--- config.mk ---
export PLATFORM = sky130hd
export DESIGN_NAME = nonce_search_ctrl
export DESIGN_NICKNAME = d
export VERILOG_FILES = /design/src/rtl/nonce_search_ctrl.sv
export SDC_FILE = /design/constraint.sdc
export NUM_CORES = 1
export LEC_CHECK = 0
export CORE_ASPECT_RATIO = 0.6
export CORE_MARGIN = 5
export CORE_UTILIZATION = 54
export CTS_CLUSTER_SIZE = 24
export DETAILED_ROUTE_END_ITERATION = 16
export PLACE_DENSITY = 0.87
export SYNTH_ARGS = -nofsm -noshare
export SYNTH_HDL_FRONTEND = slang
export SYNTH_SLANG_ARGS = --single-unit
--- constraint.sdc ---
create_clock -name clk -period 5.7 [get_ports clk]
set_input_delay 1.425 -clock clk [delete_from_list [all_inputs] [get_ports clk]]
set_output_delay 1.425 -clock clk [all_outputs]
set_load 0.02 [all_outputs]
--- src/rtl/nonce_search_ctrl.sv ---
// nonce_search_ctrl
//   Drives the concatenator + micro_hash pair through a nonce search. Starting
//   at nonce_init, it launches one hash per nonce. Each result's top byte is
//   compared against the target byte sampled at start. The search stops on the
//   first hit, after nonce_limit (inclusive, with wrap-around), on abort, or
//   when the hash watchdog expires.
//
// Ports
//   clk          rising-edge clock
//   reset        asynchronous, active-low reset
//   start        one-cycle start pulse, honoured only in IDLE without abort
//   abort        level; ends an active search with no flag set
//   nonce_init   first nonce to try
//   nonce_limit  last nonce to try (inclusive)
//   target       difficulty byte; hit when hash top byte < target
//   hash_done    one-cycle completion pulse from micro_hash
//   hash_in      hash result, valid while hash_done is high
//   hash_start   one-cycle launch pulse to micro_hash
//   nonce_out    current nonce; stable from hash_start until the check ends
//   busy         high whenever the FSM is not IDLE
//   found        sticky: last search ended on a hit
//   exhausted    sticky: last search reached the limit with no hit
//   timeout_err  sticky: watchdog expired waiting for hash_done
//   nonce_found  nonce of the most recent hit
//   hash_found   hash of the most recent hit
//   attempts     hashes completed in the current or last search (modular)
//   dbg_state    current FSM state (0 IDLE, 1 LAUNCH, 2 WAIT, 3 CHECK)
//
// Handshake: hash_start and hash_done are single-cycle pulses. Exactly one
// hash_done is accepted per hash_start, and only while in WAIT. A hash_done
// in any other state is dropped.

module nonce_search_ctrl #(
  parameter int NONCE_W   = 32,
  parameter int HASH_W    = 24,
  parameter int TIMEOUT_W = 8
) (
  input  logic               clk,
  input  logic               reset,
  input  logic               start,
  input  logic               abort,
  input  logic [NONCE_W-1:0] nonce_init,
  input  logic [NONCE_W-1:0] nonce_limit,
  input  logic [7:0]         target,
  input  logic               hash_done,
  input  logic [HASH_W-1:0]  hash_in,
  output logic               hash_start,
  output logic [NONCE_W-1:0] nonce_out,
  output logic               busy,
  output logic               found,
  output logic               exhausted,
  output logic               timeout_err,
  output logic [NONCE_W-1:0] nonce_found,
  output logic [HASH_W-1:0]  hash_found,
  output logic [NONCE_W-1:0] attempts,
  output logic [1:0]         dbg_state
);

  typedef enum logic [1:0] {
    S_IDLE   = 2'd0,
    S_LAUNCH = 2'd1,
    S_WAIT   = 2'd2,
    S_CHECK  = 2'd3
  } state_e;

  // The watchdog holds the number of WAIT cycles already spent. Expiry fires
  // in the WAIT cycle that brings the total to 2**TIMEOUT_W-1.
  localparam logic [TIMEOUT_W-1:0] WD_LAST = {TIMEOUT_W{1'b1}} - 1'b1;

  state_e               state_q, state_d;
  logic [NONCE_W-1:0]   nonce_q, nonce_d;
  logic [NONCE_W-1:0]   limit_q, limit_d;
  logic [7:0]           target_q, target_d;
  logic [HASH_W-1:0]    hash_q, hash_d;
  logic [TIMEOUT_W-1:0] wd_q, wd_d;
  logic [NONCE_W-1:0]   attempts_q, attempts_d;
  logic                 found_q, found_d;
  logic                 exh_q, exh_d;
  logic                 to_q, to_d;
  logic [NONCE_W-1:0]   nonce_found_q, nonce_found_d;
  logic [HASH_W-1:0]    hash_found_q, hash_found_d;
  logic                 hit;

  assign hit = (hash_q[HASH_W-1 -: 8] < target_q);

  always_comb begin
    state_d       = state_q;
    nonce_d       = nonce_q;
    limit_d       = limit_q;
    target_d      = target_q;
    hash_d        = hash_q;
    wd_d          = wd_q;
    attempts_d    = attempts_q;
    found_d       = found_q;
    exh_d         = exh_q;
    to_d          = to_q;
    nonce_found_d = nonce_found_q;
    hash_found_d  = hash_found_q;

    case (state_q)
      S_IDLE: begin
        // start together with abort is dropped.
        if (start && !abort) begin
          target_d   = target;
          limit_d    = nonce_limit;
          nonce_d    = nonce_init;
          found_d    = 1'b0;
          exh_d      = 1'b0;
          to_d       = 1'b0;
          attempts_d = '0;
          state_d    = S_LAUNCH;
        end
      end
      S_LAUNCH: begin
        if (abort) begin
          state_d = S_IDLE;
        end else begin
          wd_d    = '0;
          state_d = S_WAIT;
        end
      end
      S_WAIT: begin
        // Priority: abort, then hash_done, then watchdog expiry.
        if (abort) begin
          state_d = S_IDLE;
        end else if (hash_done) begin
          hash_d     = hash_in;
          attempts_d = attempts_q + 1'b1;
          state_d    = S_CHECK;
        end else if (wd_q == WD_LAST) begin
          to_d    = 1'b1;
          state_d = S_IDLE;
        end else begin
          wd_d = wd_q + 1'b1;
        end
      end
      S_CHECK: begin
        if (abort) begin
          state_d = S_IDLE;
        end else if (hit) begin
          found_d       = 1'b1;
          nonce_found_d = nonce_q;
          hash_found_d  = hash_q;
          state_d       = S_IDLE;
        end else if (nonce_q == limit_q) begin
          exh_d   = 1'b1;
          state_d = S_IDLE;
        end else begin
          // Wraps naturally through all-ones to zero.
          nonce_d = nonce_q + 1'b1;
          state_d = S_LAUNCH;
        end
      end
      default: state_d = S_IDLE;
    endcase
  end

  always_ff @(posedge clk or negedge reset) begin
    if (!reset) begin
      state_q       <= S_IDLE;
      nonce_q       <= '0;
      limit_q       <= '0;
      target_q      <= '0;
      hash_q        <= '0;
      wd_q          <= '0;
      attempts_q    <= '0;
      found_q       <= 1'b0;
      exh_q         <= 1'b0;
      to_q          <= 1'b0;
      nonce_found_q <= '0;
      hash_found_q  <= '0;
    end else begin
      state_q       <= state_d;
      nonce_q       <= nonce_d;
      limit_q       <= limit_d;
      target_q      <= target_d;
      hash_q        <= hash_d;
      wd_q          <= wd_d;
      attempts_q    <= attempts_d;
      found_q       <= found_d;
      exh_q         <= exh_d;
      to_q          <= to_d;
      nonce_found_q <= nonce_found_d;
      hash_found_q  <= hash_found_d;
    end
  end

  // hash_start is decoded from the state register so that an abort arriving
  // during LAUNCH can still suppress the launch in that same cycle.
  assign hash_start  = (state_q == S_LAUNCH) && !abort;
  assign busy        = (state_q != S_IDLE);
  assign nonce_out   = nonce_q;
  assign found       = found_q;
  assign exhausted   = exh_q;
  assign timeout_err = to_q;
  assign nonce_found = nonce_found_q;
  assign hash_found  = hash_found_q;
  assign attempts    = attempts_q;
  assign dbg_state   = state_q;

endmodule

==> flow_summary_export.csv, run 1 <==
group,metric,value,unit
outcome,status,"completed",
critical_path,critPathRequiredTime,4.28,ns
synthesis,synth_seq_cells,197,
placement,gp_congestion,0.894,
final_layout,area_growth,31.0,%
synthesis,netlist_area,9510,µm²
placement,placed_cells,1370,
timing,slew_headroom,34.8,%
grt,grt_max_degree,111,
routing,drtIter0Drc,1085,
power,internal-power,3.40,mW
placement,dp_hpwl,19.6,mm
critical_path,arrival,3.15,ns
synthesis,yosysMostFrequentCell,"nand2_1",
power,p_seq_share,42.9,%
routing,drtAntennaViolNets,0,
critical_path,crit_type,"primary input to output port",
timing,post-route-period-util,80.2,%
final_layout,antenna_cells,0,
final_layout,postLayoutCellArea,12500,µm²
final_layout,drive_gt1_share,8.05,%
grt,grt_usage,26.5,%
synthesis,ys_warn_count,0,
power,p_sw_share,38.7,%
synthesis,synth_edf_count,0,
cts,ctsResizeCount,0,
die,die_area,20400,µm²
die,core-area,17200,µm²
die,die_x,181,µm
grt,grt_pass1_wl,43.5,mm
routing,vias,8026,
timing,finalClockSkew,0.0171,ns
critical_path,cp_max_fo,14,
grt,antenna_found_initial,0,
cts,cts_tree,"yes",
routing,wl_per_cell,19.6,µm
synthesis,ys_top_cells_by_area,"dfrtp_1 (52%), nand2_1 (9.3%), xnor2_1 (4.9%), mux2_1 (3.4%), mux2_2 (3.3%)",
grt,overflow,0,
synthesis,syn_area_per_cell,9.96,µm²
cts,clockRootBuffer,"clkbuf_16",
cts,cts_buffers,17,
die,io_pins,228,
synthesis,syn-num-nets,1067,
synthesis,synth.yosys.seq_area_share,51.8,%
synthesis,synthTopCellsByCount,"nand2_1 (236), dfrtp_1 (197), nor2_1 (55), xnor2_1 (53), o21ai_0 (35)",
cts,clk_pin_slew,0.07,ns
power,powerDensity,445,nW/µm²
timing,setup_violations,0,
grt,grt_pass1_vias,7824,
synthesis,yosys.area.top_type_share,51.8,%
critical_path,cp-start-kind,"primary input",
timing,final_hold_viol_count,0,
cts,clkLatencyLatePin,0.42,ns
synthesis,async_flop_share,100,%
timing,drv_slew,0,
synthesis,synth_cells,955,
timing,rsz0062_at_grt,"no",
cts,cts_sinks,197,
timing,worst_slew_pin_slew,0.975,ns
die,rows,37,
power,p_leak,5.43,nW
power,ir_worst_vdd,0.000252,V
placement,io_buffers,227,
synthesis,synth_flop_cell,"dfrtp_1",
routing,dr.pass1.iters,8,
synthesis,yosysUniqueCellTypes,70,
power,power.total,5.54,mW
flow_run,maxCapViolations,0,
die,die_h,113,µm
cts,htreeDepth,4,
min_path,min_path_type,"flip-flop to flip-flop",
final_layout,fin_cells,1402,
cts,postCtsSetupRepairBufs,0,
die,start_util,55.2,%
power,combPwrFrac,35.7,%
timing,clock.fmax,219,MHz
final_layout,final_nets,1267,
final_layout,post-route-util,72.3,%
power,power.switching,2.14,mW
power,power_frac_clock,21.4,%
cts,cts_buffer_depth,2,
cts,hold_buffers,0,
placement,postPlaceCellArea,11900,µm²
routing,drt-total-wl,27.5,mm
synthesis,yosysTopAreaCell,"dfrtp_1",
routing,drc,0,
routing,post_drt_via_cell_ratio,5.72,
critical_path,cp-end-kind,"output port",
timing,fin_crit,4.57,ns
timing,tns,0,ns
final_layout,num-fill-cells,1268,
## layout by cell type (no fill, tap or decap), types with 7 or more instances in the layout
| cell | Yosys | final |
|---|---|---|
| o22ai_1 | 9 | 9 |
| nor4_1 | 11 | 11 |
| ha_1 | 11 | 11 |
| nand2_1 | 236 | 236 |
| o311ai_0 | 9 | 9 |
| xnor2_1 | 53 | 53 |
| o21ai_0 | 35 | 35 |
| inv_1 | 19 | 19 |
| mux2_2 | 28 | 28 |
| nand4_1 | 21 | 21 |
| nor3_1 | 23 | 23 |
| buf_4 | 4 | 8 |
| and3_1 | 13 | 13 |
| a21oi_1 | 24 | 24 |
| nor2_1 | 55 | 55 |
| nand3_1 | 22 | 22 |
| o32a_1 | 7 | 7 |
| dfrtp_1 | 197 | 197 |
| mux2_1 | 29 | 29 |
| clkbuf_16 | 0 | 17 |
| xor2_1 | 9 | 9 |
| clkdlybuf4s50_1 | 0 | 226 |
| or3_1 | 8 | 8 |
## power by group through the flow
| stage | clock network (mW) | registers, mW | logic, mW |
|---|---|---|---|
| 2_1_floorplan | 0 | 2.49 | 0.866 |
| 3_3_place_gp | 0 | 2.35 | 1.93 |
| 3_5_place_dp | 0 | 2.38 | 1.98 |
| 4_1_cts | 1.20 | 2.36 | 1.99 |
| 5_1_grt | 1.25 | 2.43 | 2.12 |
| 6_report | 1.19 | 2.38 | 1.98 |
## cells by family after synthesis
group | count (synthesis) | synth area share (%)
compound gates | 119 | 8.51
xor+xnor | 63 | 5.88
fa+ha+maj | 11 | 1.45
simple gates | 430 | 21.3
mux | 59 | 6.96
flops | 197 | 51.8
buf+inv | 76 | 4.08
## per-stage QoR
step / hold slack [ns] / worst slack [ns]
after global routing: 0.494 / 1.06
after detailed placement: 0.457 / 1.15
after CTS: 0.480 / 1.14
final: 0.481 / 1.13
after floorplan: 0.440 / 2.16
after global placement: 0.453 / 1.17
## final timing paths
kind | start | endpoint | slack, ns | cells after the start
max in group asynchronous | reset | hash_found[22] | 3.67 | 2
min in group asynchronous | reset | nonce_found[16] | 1.05 | 1
max reg2reg | nonce_out[23] | nonce_out[4] | 2.32 | 6
max | abort | hash_start | 1.13 | 5
min reg2reg | hash_q[1] | hash_q[1] | 0.48 | 2
min | hash_q[1] | hash_q[1] | 0.48 | 2
## critical path, stage by stage
cell,delay [ns]
clkdlybuf4s50_1,0.40
buf_4,0.19
or2_2,0.32
clkinv_1,0.16
clkdlybuf4s50_1,0.64
## area by class of cell
class | count | area [µm²] | share of cell area (%)
clock buffers | 19 | 443 | 3.56
clock inverters | 13 | 138 | 1.10
inverters | 20 | 75.1 | 0.603
multi-input cells | 682 | 4200 | 33.7
flip-flops and latches | 197 | 4930 | 39.6
well taps | 234 | 293 | 2.35
repair buffers | 237 | 2380 | 19.1
## routing by layer
metal  vias up  share of wire (%)  track usage, %  wire length (µm)
met5         -                  0               0                 0
met3        32                 11            7.29              3110
met1      3857                 45            40.0             12200
met4         0                1.1            4.95               303
li1       3700                  -               -                 -
met2       437                 43            38.8             11800
## sequential cells by signal (all words and copies together), names as in the netlist
signal / cells
wd_q: 8
exhausted: 1
hash_q: 24
nonce_out: 32
timeout_err: 1
found: 1
attempts: 32
nonce_found: 32
hash_found: 24
dbg_state: 2
limit_q: 32
target_q: 8
Power figures use the tool's default switching activity.
==> inputs of run 2 (changes only) <==
- CORE_UTILIZATION: 54 -> 50
- PLACE_DENSITY: 0.87 -> 0.81
- clock period: 5.7 -> 4.22 ns (I/O delays scaled with it)
==> run 2 against run 1 <==
Net effect: sequential power grew 33%; die area is 7.4% higher; critical endpoint unchanged; register-to-register slack lost 1.0 ns; first-iteration DRC count is 7.7% lower; non-clock buffer count rose by 9; design area grew 0.96%; count of clock-buffer cells in the layout rose by 4; sequential cell count unchanged.
==> flow_summary_export.csv, run 2 (synthesis results as in run 1) <==
group,metric,value,unit
critical_path,path_cells,"clkdlybuf4s50_1, or2_2, clkinv_1, clkdlybuf4s50_1",
outcome,status,"completed",
cts,cts_buffer_depth,2,
critical_path,cp-start-kind,"primary input",
critical_path,slowest_delay,0.63,ns
routing,drtIter0Drc,1001,
critical_path,worst_path_max_delay_cell,"clkdlybuf4s50_1",
die,core-area,18800,µm²
timing,worst_slew_pin_slew,0.915,ns
cts,clk_pin_slew,0.07,ns
final_layout,num-fill-cells,1442,
grt,overflow,0,
cts,clockRootBuffer,"clkbuf_16",
die,rows,39,
timing,finalClockSkew,0.0163,ns
grt,antenna_found_initial,0,
power,powerDensity,604,nW/µm²
die,die_x,188,µm
grt,grt_pass1_vias,7655,
critical_path,crit_type,"primary input to output port",
final_layout,fin_cells,1422,
final_layout,final_cell_mix,"nand2_1 (236), clkdlybuf4s50_1 (226), dfrtp_1 (197)",
die,die_area,22000,µm²
die,die_h,117,µm
timing,drv_slew,0,
final_layout,postLayoutCellArea,12600,µm²
timing,rsz0062_at_grt,"no",
cts,clkLatencyLatePin,0.44,ns
routing,drt-total-wl,28.0,mm
timing,fin_crit,3.62,ns
placement,postPlaceCellArea,12000,µm²
timing,post-route-period-util,85.9,%
final_layout,layout_commonest_cell,"nand2_1",
die,io_pins,228,
cts,cts_sinks,197,
placement,dp_hpwl,19.8,mm
final_layout,post-route-util,66.8,%
routing,vias,7959,
cts,cts_buffers,17,
cts,hold_buffers,0,
power,power.total,7.60,mW
flow_run,maxCapViolations,0,
grt,grt_pass1_wl,43.1,mm
timing,clock.fmax,276,MHz
final_layout,antenna_cells,0,
routing,drc,0,
critical_path,critPathRequiredTime,3.16,ns
routing,post_drt_via_cell_ratio,5.60,
placement,gp_congestion,0.908,
min_path,min_path_type,"flip-flop to flip-flop",
timing,setup_violations,0,
final_layout,final_nets,1276,
grt,grt_max_degree,91,
critical_path,cp_max_fo,9,
min_path,holdPathStages,2,
critical_path,cp-end-kind,"output port",
timing,slew_headroom,39.0,%
timing,tns,0,ns
final_layout,area_growth,32.3,%
routing,drtAntennaViolNets,0,
power,p_leak,5.48,nW
placement,io_buffers,227,
critical_path,ff2ff_path_depth,6,
power,ir_worst_vdd,0.000377,V
cts,htreeDepth,4,
die,start_util,50.5,%
cts,postCtsSetupRepairBufs,0,
critical_path,arrival,2.57,ns
cts,ctsResizeCount,0,
cts,cts_tree,"yes",
final_layout,drive_gt1_share,8.42,%
routing,wl_per_cell,19.7,µm
routing,dr.pass1.iters,5,
grt,grt_usage,25.5,%
critical_path,cp_common_cell,"clkdlybuf4s50_1",
placement,placed_cells,1391,
timing,final_hold_viol_count,0,
run 2: worst paths after layout:
| check | slack (ns) | start | to |
|---|---|---|---|
| max | 0.60 | abort | hash_start |
| min | 0.47 | hash_q[11] | hash_q[11] |
| max reg2reg | 1.27 | nonce_out[23] | nonce_out[12] |
| min reg2reg | 0.47 | hash_q[11] | hash_q[11] |
| max in group asynchronous | 2.65 | reset | nonce_found[4] |
| min in group asynchronous | 0.64 | reset | nonce_found[16] |
run 2: layout make-up:
cell class              count  area, µm²  share of cell area [%]
inverters                  20       75.1                   0.597
repair buffers            246       2470                    19.6
clock buffers              23        468                    3.72
well taps                 246        308                    2.45
flip-flops and latches    197       4930                    39.2
multi-input cells         682       4200                    33.4
clock inverters             8        125                   0.995
run 2: critical path: cells and delay by family:
family | cells | cell delay [ns]
AND/OR/NAND/NOR | 1 | 0.31
buffers and inverters | 3 | 1.20
run 2: through the flow:
step	hold WS (ns)	setup slack [ns]
2_1_floorplan	0.440	1.42
3_3_place_gp	0.454	0.606
3_5_place_dp	0.461	0.596
4_1_cts	0.477	0.591
5_1_grt	0.495	0.542
6_report	0.474	0.596
run 2: routing by layer:
metal / vias to the layer above / share of wire [%] / track usage [%]
met5: - / 0 / 0
met4: 0 / 1.4 / 7.23
met3: 40 / 12 / 8.98
met2: 372 / 42 / 36.1
met1: 3847 / 45 / 37.2
li1: 3700 / - / -
run 2: report_power, final:
group | internal, mW | leakage, nW | switching (mW) | total, mW
clock | 0.962 | 0.287 | 0.699 | 1.66
sequential | 2.48 | 2.55 | 0.677 | 3.16
combinational | 1.34 | 2.64 | 1.44 | 2.78
==> inputs of run 3 (changes only) <==
- ABC_AREA: default -> 1
- CORE_UTILIZATION: 50 -> 30
- PLACE_DENSITY: 0.81 -> 0.53
- REMOVE_ABC_BUFFERS: default -> 1
==> run 3 against run 2 <==
Net effect: first-iteration DRC count fell by 19%; design area increased by 8.5%; synthesized cell count grew 44%; global-route usage decreased by 7.1 points; core utilization shrank 26 points; hold slack better by 0.012 ns; critical path type unchanged; largest power group is now combinational logic.
==> flow_summary_export.csv, run 3 <==
group,metric,value,unit
outcome,status,"completed",
synthesis,synthAdderAreaFrac,1.34,%
synthesis,yosysMostFrequentCell,"nand2_1",
die,start_util,30.4,%
cts,cts_buffer_depth,2,
timing,slew_headroom,45.4,%
critical_path,slowest_delay,0.67,ns
min_path,holdPathStages,2,
grt,overflow,0,
cts,clockRootBuffer,"clkbuf_16",
placement,dp_hpwl,26.0,mm
critical_path,cp_common_cell,"clkdlybuf4s50_1",
routing,vias,9496,
die,io_pins,228,
critical_path,ff2ff_path_depth,13,
cts,hold_buffers,0,
synthesis,async_flop_share,100,%
final_layout,drive_gt1_share,4.31,%
flow_run,maxCapViolations,0,
routing,dr.pass1.iters,5,
die,die_area,38100,µm²
synthesis,yosysUniqueCellTypes,40,
final_layout,multi_input_area,4610,µm²
synthesis,synth.yosys.seq_area_share,48.0,%
final_layout,area_growth,32.8,%
synthesis,synth_edf_count,0,
cts,clk_pin_slew,0.08,ns
critical_path,critPathRequiredTime,3.16,ns
timing,rsz0062_at_grt,"no",
timing,drv_slew,0,
critical_path,path_cells,"clkdlybuf4s50_1, nor3_2, clkdlybuf4s50_1",
timing,timing.hold.ws,0.486,ns
synthesis,yosysTopAreaCell,"dfrtp_1",
cts,clkLatencyLatePin,0.45,ns
synthesis,muxShareOfSynthArea,0,%
routing,drt-total-wl,35.4,mm
cts,cts_tree,"yes",
synthesis,ys_warn_count,0,
synthesis,syn_area_per_cell,7.45,µm²
critical_path,arrival,2.52,ns
timing,finalClockSkew,0.0127,ns
timing,fin_ws,0.647,ns
grt,grt_pass1_vias,8994,
power,ir_worst_vdd,0.000298,V
synthesis,ys_top_cells_by_area,"dfrtp_1 (48%), nand2_1 (19%), o21ai_0 (5.2%), inv_1 (4.7%), nor2_1 (4.4%)",
cts,cts_buffers,17,
power,p_leak,6.27,nW
critical_path,timing.rr.end,"nonce_out[1]",
grt,grt_usage,18.3,%
synthesis,netlist_area,10300,µm²
routing,post_drt_via_cell_ratio,4.61,
final_layout,final_cell_mix,"nand2_1 (509), clkdlybuf4s50_1 (226), dfrtp_1 (197)",
synthesis,synth_compound_area_share,8.98,%
placement,dpl_worst_slack,0.640,ns
critical_path,cp_max_fo,4,
routing,drtAntennaViolNets,0,
min_path,hp-start,"hash_found[12]",
die,die_h,153,µm
min_path,min_path_type,"flip-flop to flip-flop",
critical_path,worst_path_max_delay_cell,"clkdlybuf4s50_1",
synthesis,synthTopCellsByCount,"nand2_1 (509), dfrtp_1 (197), inv_1 (129), nor2_1 (120), o21ai_0 (106)",
synthesis,synth_top_family_by_area,"simple AND/OR/NAND/NOR gates",
cts,cts_sinks,197,
grt,grt_pass1_wl,55.1,mm
power,powerDensity,640,nW/µm²
min_path,hold_end,"hash_found[12]",
critical_path,cp-start-kind,"primary input",
synthesis,yosys.area_share.xor_xnor,3.41,%
critical_path,rrSetupSlack,1.64,ns
timing,clock.fmax,280,MHz
cts,htreeDepth,4,
critical_path,cp-end-kind,"output port",
synthesis,yosys.area.top_type_share,48.0,%
routing,drc,0,
routing,wl_per_cell,17.2,µm
die,core-area,33800,µm²
final_layout,post-route-util,40.4,%
critical_path,crit_type,"primary input to output port",
cts,ctsResizeCount,0,
critical_path,crit_family,"buffers and inverters",
timing,fin_crit,3.57,ns
timing,worst_slew_pin_slew,0.813,ns
final_layout,antenna_cells,0,
die,die_x,249,µm
final_layout,seqCellArea,4930,µm²
placement,io_buffers,227,
synthesis,synthSimpleGateAreaFrac,31.2,%
cts,postCtsSetupRepairBufs,0,
timing,tns,0,ns
final_layout,final_nets,1701,
synthesis,synth_cells,1379,
grt,grt_max_degree,74,
synthesis,synth_flop_cell,"dfrtp_1",
timing,post-route-period-util,84.7,%
placement,gp_congestion,0.954,
grt,antenna_found_initial,1,
final_layout,layout_commonest_cell,"nand2_1",
critical_path,rr_startpoint,"nonce_out[19]",
routing,drtIter0Drc,810,
timing,final_hold_viol_count,0,
final_layout,num-fill-cells,3453,
synthesis,synth_seq_cells,197,
timing,setup_violations,0,
critical_path,crit_buf_inv,2,
die,rows,52,
[run 3: logic make-up (layout without fill, tap and decap cells)]
logic type,after synthesis,in the layout
AND/OR/NAND/NOR,776,776
flip-flops,197,197
buffers and inverters,182,405
AO/OA/AOI/OAI,173,173
XOR/XNOR,40,40
adder cells (fa/ha/maj),11,11
[run 3: final cells by class]
cell class,instances,share of cell area [%]
flip-flops and latches,197,36.1
multi-input cells,1000,33.8
repair buffers,239,17.6
well taps,459,4.21
inverters,134,3.69
clock buffers,19,3.17
clock inverters,13,1.35
[run 3: worst max path at each step]
stage            startpoint            end  slack (ns)  cells past startpoint
2_1_floorplan  dbg_state[0]  hash_found[0]        0.03                      4
3_3_place_gp          abort     hash_start        0.62                      3
3_5_place_dp          abort     hash_start        0.64                      3
4_1_cts               abort     hash_start        0.62                      3
5_1_grt               abort     hash_start        0.57                      3
6_report              abort     hash_start        0.65                      3
[run 3: worst register-to-register path, delay by kind of cell, from the launching register on]
family,cells,cell delay (ns)
simple gates,12,1.85
flops,1,0.48
buf+inv,1,0.17
[run 3: routing by layer]
metal  GRT usage [%]  wire length [µm]
met5               0                11
met4            3.33               365
met3            6.11              2860
met2            25.0             14300
met1            28.1             17900
[run 3: through the flow]
| step | total power [mW] | cells | instance area (µm²) |
|---|---|---|---|
| 6_report | 8.73 | 2061 | 13600 |
| 3_3_place_gp | 6.99 | 2029 | 13000 |
| 2_1_floorplan | 5.25 | 1331 | 10000 |
| 5_1_grt | 9.42 | 2061 | 13600 |
| 3_5_place_dp | 7.03 | 2029 | 13000 |
| 4_1_cts | 8.85 | 2061 | 13600 |
[run 3: where the power goes]
group | total (mW) | switching, mW | leakage, nW | internal (mW)
sequential | 3.27 | 0.687 | 2.50 | 2.58
clock | 1.77 | 0.816 | 0.304 | 0.958
combinational | 3.69 | 2.15 | 3.46 | 1.54
